`src/rtl/boton_antirrebote.sv`:
```
// boton_antirrebote: 2-FF sync + stability counter debouncer with press pulses.
// Optional auto-repeat when BOTON_ANTIRREBOTE_AUTOREPETICION_EN is defined.
module boton_antirrebote #(
  parameter int NUM_BOTONES        = 4,
  parameter int CICLOS_ESTABLES    = 500000,
  parameter bit ACTIVO_ALTO        = 1'b1,
  parameter int RETARDO_REPETICION = 25000000,
  parameter int PERIODO_REPETICION = 5000000
) (
  input  logic                   reloj,
  input  logic                   reinicio,
  input  logic [NUM_BOTONES-1:0] entradaBotones,
  output logic [NUM_BOTONES-1:0] salidaNivel,
  output logic [NUM_BOTONES-1:0] salidaPulsos
);

  localparam int CW = $clog2(CICLOS_ESTABLES + 1);
  localparam logic [CW-1:0] LIMITE = CW'(CICLOS_ESTABLES - 1);

  logic [NUM_BOTONES-1:0] w_pol;
  logic [NUM_BOTONES-1:0] r_sinc1;
  logic [NUM_BOTONES-1:0] r_sinc2;
  logic [NUM_BOTONES-1:0] r_nivel;
  logic [NUM_BOTONES-1:0] w_nivel_sig;
  logic [NUM_BOTONES-1:0] w_sube;
  logic [NUM_BOTONES-1:0] w_rep_pulso;
  logic [NUM_BOTONES-1:0] w_pulsos_sig;
  logic [NUM_BOTONES-1:0] r_pulsos;
  logic [CW-1:0]          r_cuenta     [NUM_BOTONES];
  logic [CW-1:0]          w_cuenta_sig [NUM_BOTONES];

  // Polarity correction ahead of the synchronizer: 1 always means pressed.
  assign w_pol = ACTIVO_ALTO ? entradaBotones : ~entradaBotones;

  // Two-flop synchronizer; r_sinc2 is the only sample the logic ever sees.
  always_ff @(posedge reloj) begin
    if (reinicio) begin
      r_sinc1 <= '0;
      r_sinc2 <= '0;
    end else begin
      r_sinc1 <= w_pol;
      r_sinc2 <= r_sinc1;
    end
  end

  // Stability counter: a new level must persist CICLOS_ESTABLES edges.
  always_comb begin
    for (int i = 0; i < NUM_BOTONES; i++) begin
      w_nivel_sig[i]  = r_nivel[i];
      w_cuenta_sig[i] = '0;
      if (r_sinc2[i] == r_nivel[i]) begin
        w_cuenta_sig[i] = '0;
      end else if (r_cuenta[i] == LIMITE) begin
        w_nivel_sig[i]  = r_sinc2[i];
        w_cuenta_sig[i] = '0;
      end else begin
        w_cuenta_sig[i] = r_cuenta[i] + CW'(1);
      end
    end
  end

  // Press edge: level is about to go 0 -> 1 on this clock.
  assign w_sube = w_nivel_sig & ~r_nivel;

`ifdef BOTON_ANTIRREBOTE_AUTOREPETICION_EN

  localparam int RMAX =
    (RETARDO_REPETICION > PERIODO_REPETICION) ?
    RETARDO_REPETICION : PERIODO_REPETICION;
  localparam int RW = $clog2(RMAX + 1);
  localparam logic [RW-1:0] LIM_RET = RW'(RETARDO_REPETICION - 1);
  localparam logic [RW-1:0] LIM_PER = RW'(PERIODO_REPETICION - 1);

  typedef enum logic {
    REP_RETARDO,
    REP_PERIODO
  } rep_e;

  rep_e          r_fase       [NUM_BOTONES];
  rep_e          w_fase_sig   [NUM_BOTONES];
  logic [RW-1:0] r_rep        [NUM_BOTONES];
  logic [RW-1:0] w_rep_sig    [NUM_BOTONES];

  // Repeat phase and counter registers; cleared on reset.
  always_ff @(posedge reloj) begin
    if (reinicio) begin
      for (int i = 0; i < NUM_BOTONES; i++) begin
        r_fase[i] <= REP_RETARDO;
        r_rep[i]  <= '0;
      end
    end else begin
      for (int i = 0; i < NUM_BOTONES; i++) begin
        r_fase[i] <= w_fase_sig[i];
        r_rep[i]  <= w_rep_sig[i];
      end
    end
  end

  // Repeat timing runs only while the level stays pressed across the edge,
  // so the release cycle and the press cycle itself never repeat.
  always_comb begin
    for (int i = 0; i < NUM_BOTONES; i++) begin
      w_fase_sig[i]  = REP_RETARDO;
      w_rep_sig[i]   = '0;
      w_rep_pulso[i] = 1'b0;
      if (r_nivel[i] && w_nivel_sig[i]) begin
        unique case (r_fase[i])
          REP_RETARDO: begin
            if (r_rep[i] == LIM_RET) begin
              w_rep_pulso[i] = 1'b1;
              w_fase_sig[i]  = REP_PERIODO;
              w_rep_sig[i]   = '0;
            end else begin
              w_fase_sig[i]  = REP_RETARDO;
              w_rep_sig[i]   = r_rep[i] + RW'(1);
            end
          end
          REP_PERIODO: begin
            w_fase_sig[i] = REP_PERIODO;
            if (r_rep[i] == LIM_PER) begin
              w_rep_pulso[i] = 1'b1;
              w_rep_sig[i]   = '0;
            end else begin
              w_rep_sig[i]   = r_rep[i] + RW'(1);
            end
          end
          default: begin
            w_fase_sig[i] = REP_RETARDO;
            w_rep_sig[i]  = '0;
          end
        endcase
      end
    end
  end

`else

  logic w_unused_rep;

  assign w_unused_rep =
    ^{RETARDO_REPETICION, PERIODO_REPETICION};
  assign w_rep_pulso = '0;

`endif

  assign w_pulsos_sig = w_sube | w_rep_pulso;

  // Level, counters and pulse register; reset dominates any update.
  always_ff @(posedge reloj) begin
    if (reinicio) begin
      r_nivel  <= '0;
      r_pulsos <= '0;
      for (int i = 0; i < NUM_BOTONES; i++) begin
        r_cuenta[i] <= '0;
      end
    end else begin
      r_nivel  <= w_nivel_sig;
      r_pulsos <= w_pulsos_sig;
      for (int i = 0; i < NUM_BOTONES; i++) begin
        r_cuenta[i] <= w_cuenta_sig[i];
      end
    end
  end

  assign salidaNivel  = r_nivel;
  assign salidaPulsos = r_pulsos;

endmodule
```
`config.mk`:
```
export PLATFORM = sky130hd
export DESIGN_NAME = boton_antirrebote
export DESIGN_NICKNAME = d
export VERILOG_FILES = /design/src/rtl/boton_antirrebote.sv
export SDC_FILE = /design/constraint.sdc
export NUM_CORES = 1
export LEC_CHECK = 0
export ABC_AREA = 1
export CORE_MARGIN = 2
export CORE_UTILIZATION = 32
export DETAILED_ROUTE_END_ITERATION = 10
export GPL_ROUTABILITY_DRIVEN = 0
export PLACE_DENSITY = 0.59
export SYNTH_ARGS = -nofsm -noshare
export SYNTH_HDL_FRONTEND = slang
export SYNTH_SLANG_ARGS = --single-unit
```
`constraint.sdc`:
```
create_clock -name reloj -period 1.4 [get_ports reloj]
set_input_delay 0.28 -clock reloj [delete_from_list [all_inputs] [get_ports reloj]]
set_output_delay 0.28 -clock reloj [all_outputs]
set_load 0.05 [all_outputs]
```
==> summary.txt, run 1 <==
Synth
  – Syn Inst Count: 702
  – Post-synthesis cell type count: 27
  – Sequential share of the synthesized area: 39.6%
  – Syn avg cell area: 6.63 µm²
  – Post-synthesis sequential element count: 92
  – Yosys warns: 0
  – Synth Cell Area: 0.00465 mm²
  – Syn nets: 712

Timing
  – Setup ws final: 0.0826 ns
  – Fmax: 759 MHz
  – Worst-Margin Slew: 0.323 ns
  – Fin. Hold Viols: 0
  – Setup total negative slack: 0 ns
  – Crit share post-route: 94.1%
  – Max_slew headroom: 78.4%
  – Setup-failing EPs final: 0
  – Crit path time final: 1.32 ns
  – Slew Viols, Final: 0
  – Skew final: 0.00547 ns

Clock network
  – CTS buffer count: 9
  – Clk_lat worst skew: 0.35 ns
  – CTS root buf: clkbuf_16
  – Clk sink count: 92
  – CTS max path bufs: 2
  – CTS tree: built
  – Clock slew at reported path FFs: 0.06 ns
  – Htree depth: 3

Route
  – Vias per cell: 4.37
  – First drt pass iteration count: 5
  – DRC violations left: 0
  – Total number of vias: 4388
  – Initial DRC Count: 214
  – WL final: 10.9 mm
  – Routed len/inst: 10.9 µm
  – Routed Antenna Nets: 0

Global route
  – Largest net degree at the start of global routing: 18
  – First-pass GRT wire length: 18.6 mm
  – Vias in the first global route: 4145
  – GRT Total Usage: 14.5%
  – Remaining Overflow, GRT: 0
  – Antenna violations before repair: 0

Flow run
  – Max_cap viols: 0

Worst setup path
  – CP max stage cell: dfxtp_1
  – CP Capture Type: flip-flop
  – Max Fanout on Critical Path: 10
  – Critical path launch point type: flip-flop
  – CP bufs+invs: 2
  – Critical path's largest stage delay: 0.38 ns
  – Crit-path cells: ha_4 > nand3_4 > inv_1 > nand3_1 > nand2_2 > buf_6 > nor2_1
  – Worst Path Class, Setup: flip-flop to flip-flop
  – Req. time, crit path: 1.64 ns
  – Crit path DAT: 1.56 ns
  – CP top delay family: simple AND/OR/NAND/NOR gates

Layout
  – End-of-flow core utilization: 43.8%
  – Final nets: 824
  – Cell Count, Final, Fillers Out: 1003
  – Diode count: 0
  – Syn-to-layout area delta: 35.4%
  – Layout cells sized above 1: 22.2%
  – FILL cells: 1464

Place
  – Placement Setup Slack: -0.254 ns
  – Post-Place Cells: 979
  – DP HPWL: 7.88 mm
  – Number of port buffers: 13

Die
  – Die height: 125 µm
  – Die W: 125 µm
  – Core ar.: 0.0144 mm²
  – Io pins: 14
  – Initial core utilization: 32.4%
  – Die area: 0.0155 mm²
  – FP Rows: 44

Pwr
  – Pint: 4060 µW
  – Max IR drop VDD: 0.565 mV
  – Net Sw Power: 1110 µW
  – Leakage: 0.00228 µW
  – Clock share of power: 47.1%
  – P per Cell Area: 821 mW/mm²
  – Sw frac: 21.5%
  – Gate power share: 1.9%
  – Share of power burned in registers: 51.0%

Hold path
  – Hold Crit Class: flip-flop to flip-flop

Outcome
  – Status: finished clean
-- power groups by stage --
stage / Sequential (µW) / Clock (µW) / Combinational, µW
5_1_grt: 2640 / 2610 / 110
3_5_place_dp: 2700 / 0 / 83.3
4_1_cts: 2640 / 2510 / 94.0
2_1_floorplan: 2700 / 0 / 47.0
6_report: 2640 / 2440 / 97.6
3_3_place_gp: 2700 / 0 / 82.5
-- cell usage in the layout (no fill, tap or decap), drive strengths merged, types with 3 or more instances in the layout --
cell type / count
a21oi: 24
and2: 5
buf: 99
clkbuf: 10
clkdlybuf4s50: 4
dfxtp: 92
ha: 4
inv: 93
nand2: 184
nand3: 45
nand3b: 7
nand4: 27
nor2: 170
nor3: 7
o21ai: 3
o21bai: 3
or2: 5
xnor2: 11
xor2: 20
-- per-stage QoR --
stage	hold WS [ns]	total power, µW	area [µm²]
after global placement	0.395	2780	5690
after floorplan	0.387	2740	4660
final	0.400	5170	6300
after CTS	0.401	5240	6090
after global routing	0.418	5360	6300
after detailed placement	0.392	2780	5690
-- final timing paths --
check | from | to | slack (ns) | cells past startpoint
hold reg to reg | r_sinc1[1] | r_sinc2[1] | 0.40 | 2
hold / removal | r_sinc1[1] | r_sinc2[1] | 0.40 | 2
setup reg to reg | r_cuenta[1][1] | r_cuenta[1][9] | 0.08 | 7
setup / recovery | r_cuenta[1][1] | r_cuenta[1][9] | 0.08 | 7
-- logic make-up (layout without fill, tap and decap cells) --
group,after synthesis,after routing,share of synthesized area [%]
adders and majority gates,4,4,1.08
xor gates and xnor gates,31,31,5.83
AOI/OAI and AO/OA,30,30,3.87
DFF,92,92,39.6
buffers and inverters,97,212,8.42
and+or+nand+nor,448,450,41.2
-- cells in the mapped netlist (all sizes together) --
cell type / count / area share (%)
and2: 5 / 0.67
buf: 5 / 0.99
or2: 5 / 0.67
dfxtp: 92 / 40
nand2: 182 / 15
nor3: 7 / 0.86
nand3: 45 / 5.4
xnor2: 11 / 2.1
a21oi: 24 / 2.6
nor2: 170 / 14
ha: 4 / 1.1
o21bai: 3 / 0.97
xor2: 20 / 3.8
nand3b: 7 / 1.1
nand4: 27 / 3.6
inv: 92 / 7.4
o21ai: 3 / 0.32
-- cell type report --
| cell class | instances | area (µm²) | share of cell area [%] |
|---|---|---|---|
| clock buffers | 10 | 229 | 3.64 |
| flip-flops and latches | 92 | 1860 | 29.6 |
| clock inverters | 6 | 63.8 | 1.01 |
| repair buffers | 104 | 937 | 14.9 |
| well taps | 184 | 230 | 3.66 |
| inverters | 92 | 345 | 5.48 |
| multi-input cells | 515 | 2630 | 41.8 |
-- sequential cells by signal, indices dropped and copies added (netlist names) --
| name | cells |
|---|---|
| r_cuenta | 76 |
| r_sinc1 | 4 |
| r_sinc2 | 4 |
| salidaNivel | 4 |
| salidaPulsos | 4 |
-- routing by layer --
metal  up-vias  part of all wire [%]  routed length (µm)  GRT usage, %
met3        13                   2.5                 277          2.36
met1      1914                    50                5460          19.3
met4         0                   1.7                 191          5.95
li1       2406                     -                   -             -
met2        55                    46                5010          23.4
met5         -                     0                   0             0
-- tightest hold or removal path: cells and delay by family, from the launching register on --
family,cells,cell delay [ns]
buf+inv,1,0.04
flops,1,0.29
simple gates,1,0.03
-- repair_timing --
action / 4_1_cts / 5_1_grt
endpoints found under the setup margin: 58 / 74
cloned: 2 / 0
hold buffers: 0 / 0
pin swaps: 5 / 10
resized for setup: 8 / 56
setup buffers: 4 / 2
Note: power is estimated with default switching activity, not from simulation.
==> run 2, diff against run 1 <==
--- a/config.mk
+++ b/config.mk
@@ -9,8 +9,7 @@
 export CORE_MARGIN = 2
 export CORE_UTILIZATION = 32
 export DETAILED_ROUTE_END_ITERATION = 10
-export GPL_ROUTABILITY_DRIVEN = 0
-export PLACE_DENSITY = 0.59
+export GPL_ROUTABILITY_DRIVEN = 1
 export SYNTH_ARGS = -nofsm -noshare
 export SYNTH_HDL_FRONTEND = slang
 export SYNTH_SLANG_ARGS = --single-unit
==> summary.txt, run 2 (synthesized netlist as in run 1, its figures left out) <==
Pwr
  – Power Total: 5100 µW
  – P per Cell Area: 800 mW/mm²
  – Leakage: 0.00232 µW
  – Max IR drop VDD: 0.526 mV

Worst setup path
  – Max Fanout on Critical Path: 4
  – Req. time, crit path: 1.64 ns
  – Crit path DAT: 1.57 ns
  – CP Capture Type: flip-flop
  – Worst Path Class, Setup: flip-flop to flip-flop
  – Critical path launch point type: flip-flop

Clock network
  – Clock slew at reported path FFs: 0.07 ns
  – Clk_lat worst skew: 0.35 ns
  – CTS max path bufs: 2
  – CTS root buf: clkbuf_16
  – Hold buffers post-CTS: 0
  – CTS buffer count: 9
  – Clk sink count: 92
  – Htree depth: 3
  – CTS tree: built

Timing
  – Slew Viols, Final: 0
  – Crit path time final: 1.32 ns
  – RSZ-0062 raised after global routing: true
  – Max_slew headroom: 69.1%
  – Crit share post-route: 94.5%
  – Fin. Hold Viols: 0
  – Worst-Margin Slew: 0.460 ns
  – Setup ws final: 0.0769 ns
  – Fmax: 756 MHz
  – Skew final: 0.00682 ns
  – Setup-failing EPs final: 0
  – Setup total negative slack: 0 ns

Place
  – Placement Setup Slack: -0.199 ns
  – Number of port buffers: 13
  – RePlAce Congestion: 0.861
  – Post-Place Cells: 982
  – DP HPWL: 7.97 mm

Global route
  – Antenna violations before repair: 0
  – First-pass GRT wire length: 18.9 mm
  – GRT Total Usage: 14.5%
  – Remaining Overflow, GRT: 0
  – Largest net degree at the start of global routing: 18
  – Vias in the first global route: 4266

Layout
  – End-of-flow core utilization: 44.4%
  – Layout cells sized above 1: 23.9%
  – Diode count: 0
  – Syn-to-layout area delta: 37.1%
  – Commonest non-fill, non-tap cell in the layout: nand2_1
  – Max FFs per register: 76
  – Commonest non-fill, non-tap cells in the layout: 171 x nand2_1, 146 x nor2_1, 91 x inv_1
  – FILL cells: 1472
  – Cell Count, Final, Fillers Out: 1007
  – Largest Register: r_cuenta
  – Final nets: 828

Die
  – Initial core utilization: 32.4%
  – Die height: 125 µm
  – Io pins: 14
  – Core ar.: 0.0144 mm²
  – FP Rows: 44
  – Die W: 125 µm
  – Die area: 0.0155 mm²

Hold path
  – Hold Crit Class: flip-flop to flip-flop

Route
  – Vias per cell: 4.46
  – First drt pass iteration count: 5
  – Routed len/inst: 10.9 µm
  – WL final: 10.9 mm
  – Total number of vias: 4490
  – Routed Antenna Nets: 0
  – DRC violations left: 0
  – Initial DRC Count: 264

Outcome
  – Status: finished clean

Flow run
  – Max_cap viols: 0
==> run 2: cell count changes in the layout (fill, tap and decap cells not counted), sizes merged <==
cell / delta
inv: -1
dlymetal6s2s: -1
buf: +4
bufinv: -1
clkinvlp: +1
clkbuf: +1
clkdlybuf4s50: +1
==> run 2: area by class of cell <==
class	instances	area, µm²	share of cell area [%]
Tap cell	184	230	3.61
Clock buffer	11	253	3.96
Sequential cell	92	1860	29.2
Timing Repair Buffer	108	975	15.3
Multi-Input combinational cell	515	2680	42.0
Clock inverter	5	36.3	0.569
Inverter	92	345	5.41
==> run 2: path summary, 6_finish.rpt <==
kind,slack [ns],depth (start not counted),endpoint,startpoint
worst min register to register,0.42,2,r_sinc2[2],r_sinc1[2]
worst min-delay path,0.42,2,r_sinc2[2],r_sinc1[2]
worst max-delay path,0.08,9,r_cuenta[1][18],r_cuenta[1][1]
worst max register to register,0.08,9,r_cuenta[1][18],r_cuenta[1][1]
==> run 2: per-stage QoR <==
step | hold slack [ns] | cell area [µm²]
3_3_place_gp | 0.399 | 5730
3_5_place_dp | 0.404 | 5730
6_report | 0.415 | 6380
2_1_floorplan | 0.387 | 4660
4_1_cts | 0.421 | 6090
5_1_grt | 0.438 | 6380
==> run 2: per-layer routing <==
layer  up-vias  share of wire (%)  GRT usage, %  wire, µm
met5         -                  0             0         0
met4         0                1.6          4.30       174
met3        12                3.3          3.65       363
met2        56                 45          23.7      4970
met1      2006                 50          19.0      5430
li1       2416                  -             -         -
==> run 2: timing repair <==
action,in CTS,in global routing
buffers inserted,4,3
setup endpoints to repair,56,77
cloned,0,2
hold endpoints to repair,0,0
resized for setup,8,73
pin swaps,5,13
==> run 2: critical path, stage by stage (launching register included) <==
cell     delay (ns)
dfxtp_2        0.35
ha_4           0.14
nand3_2        0.08
buf_4          0.17
nor2_4         0.10
nand2_2        0.09
nor2_1         0.11
nand3_1        0.08
nand2_1        0.06
nor2_1         0.03
==> run 2: where the power goes <==
part / internal, µW / total [µW] / switching, µW / leakage (µW)
logic: 48.0 / 99.4 / 51.4 / 0.00144
registers: 2630 / 2640 / 8.27 / 0.000751
clock network: 1300 / 2360 / 1060 / 0.000134
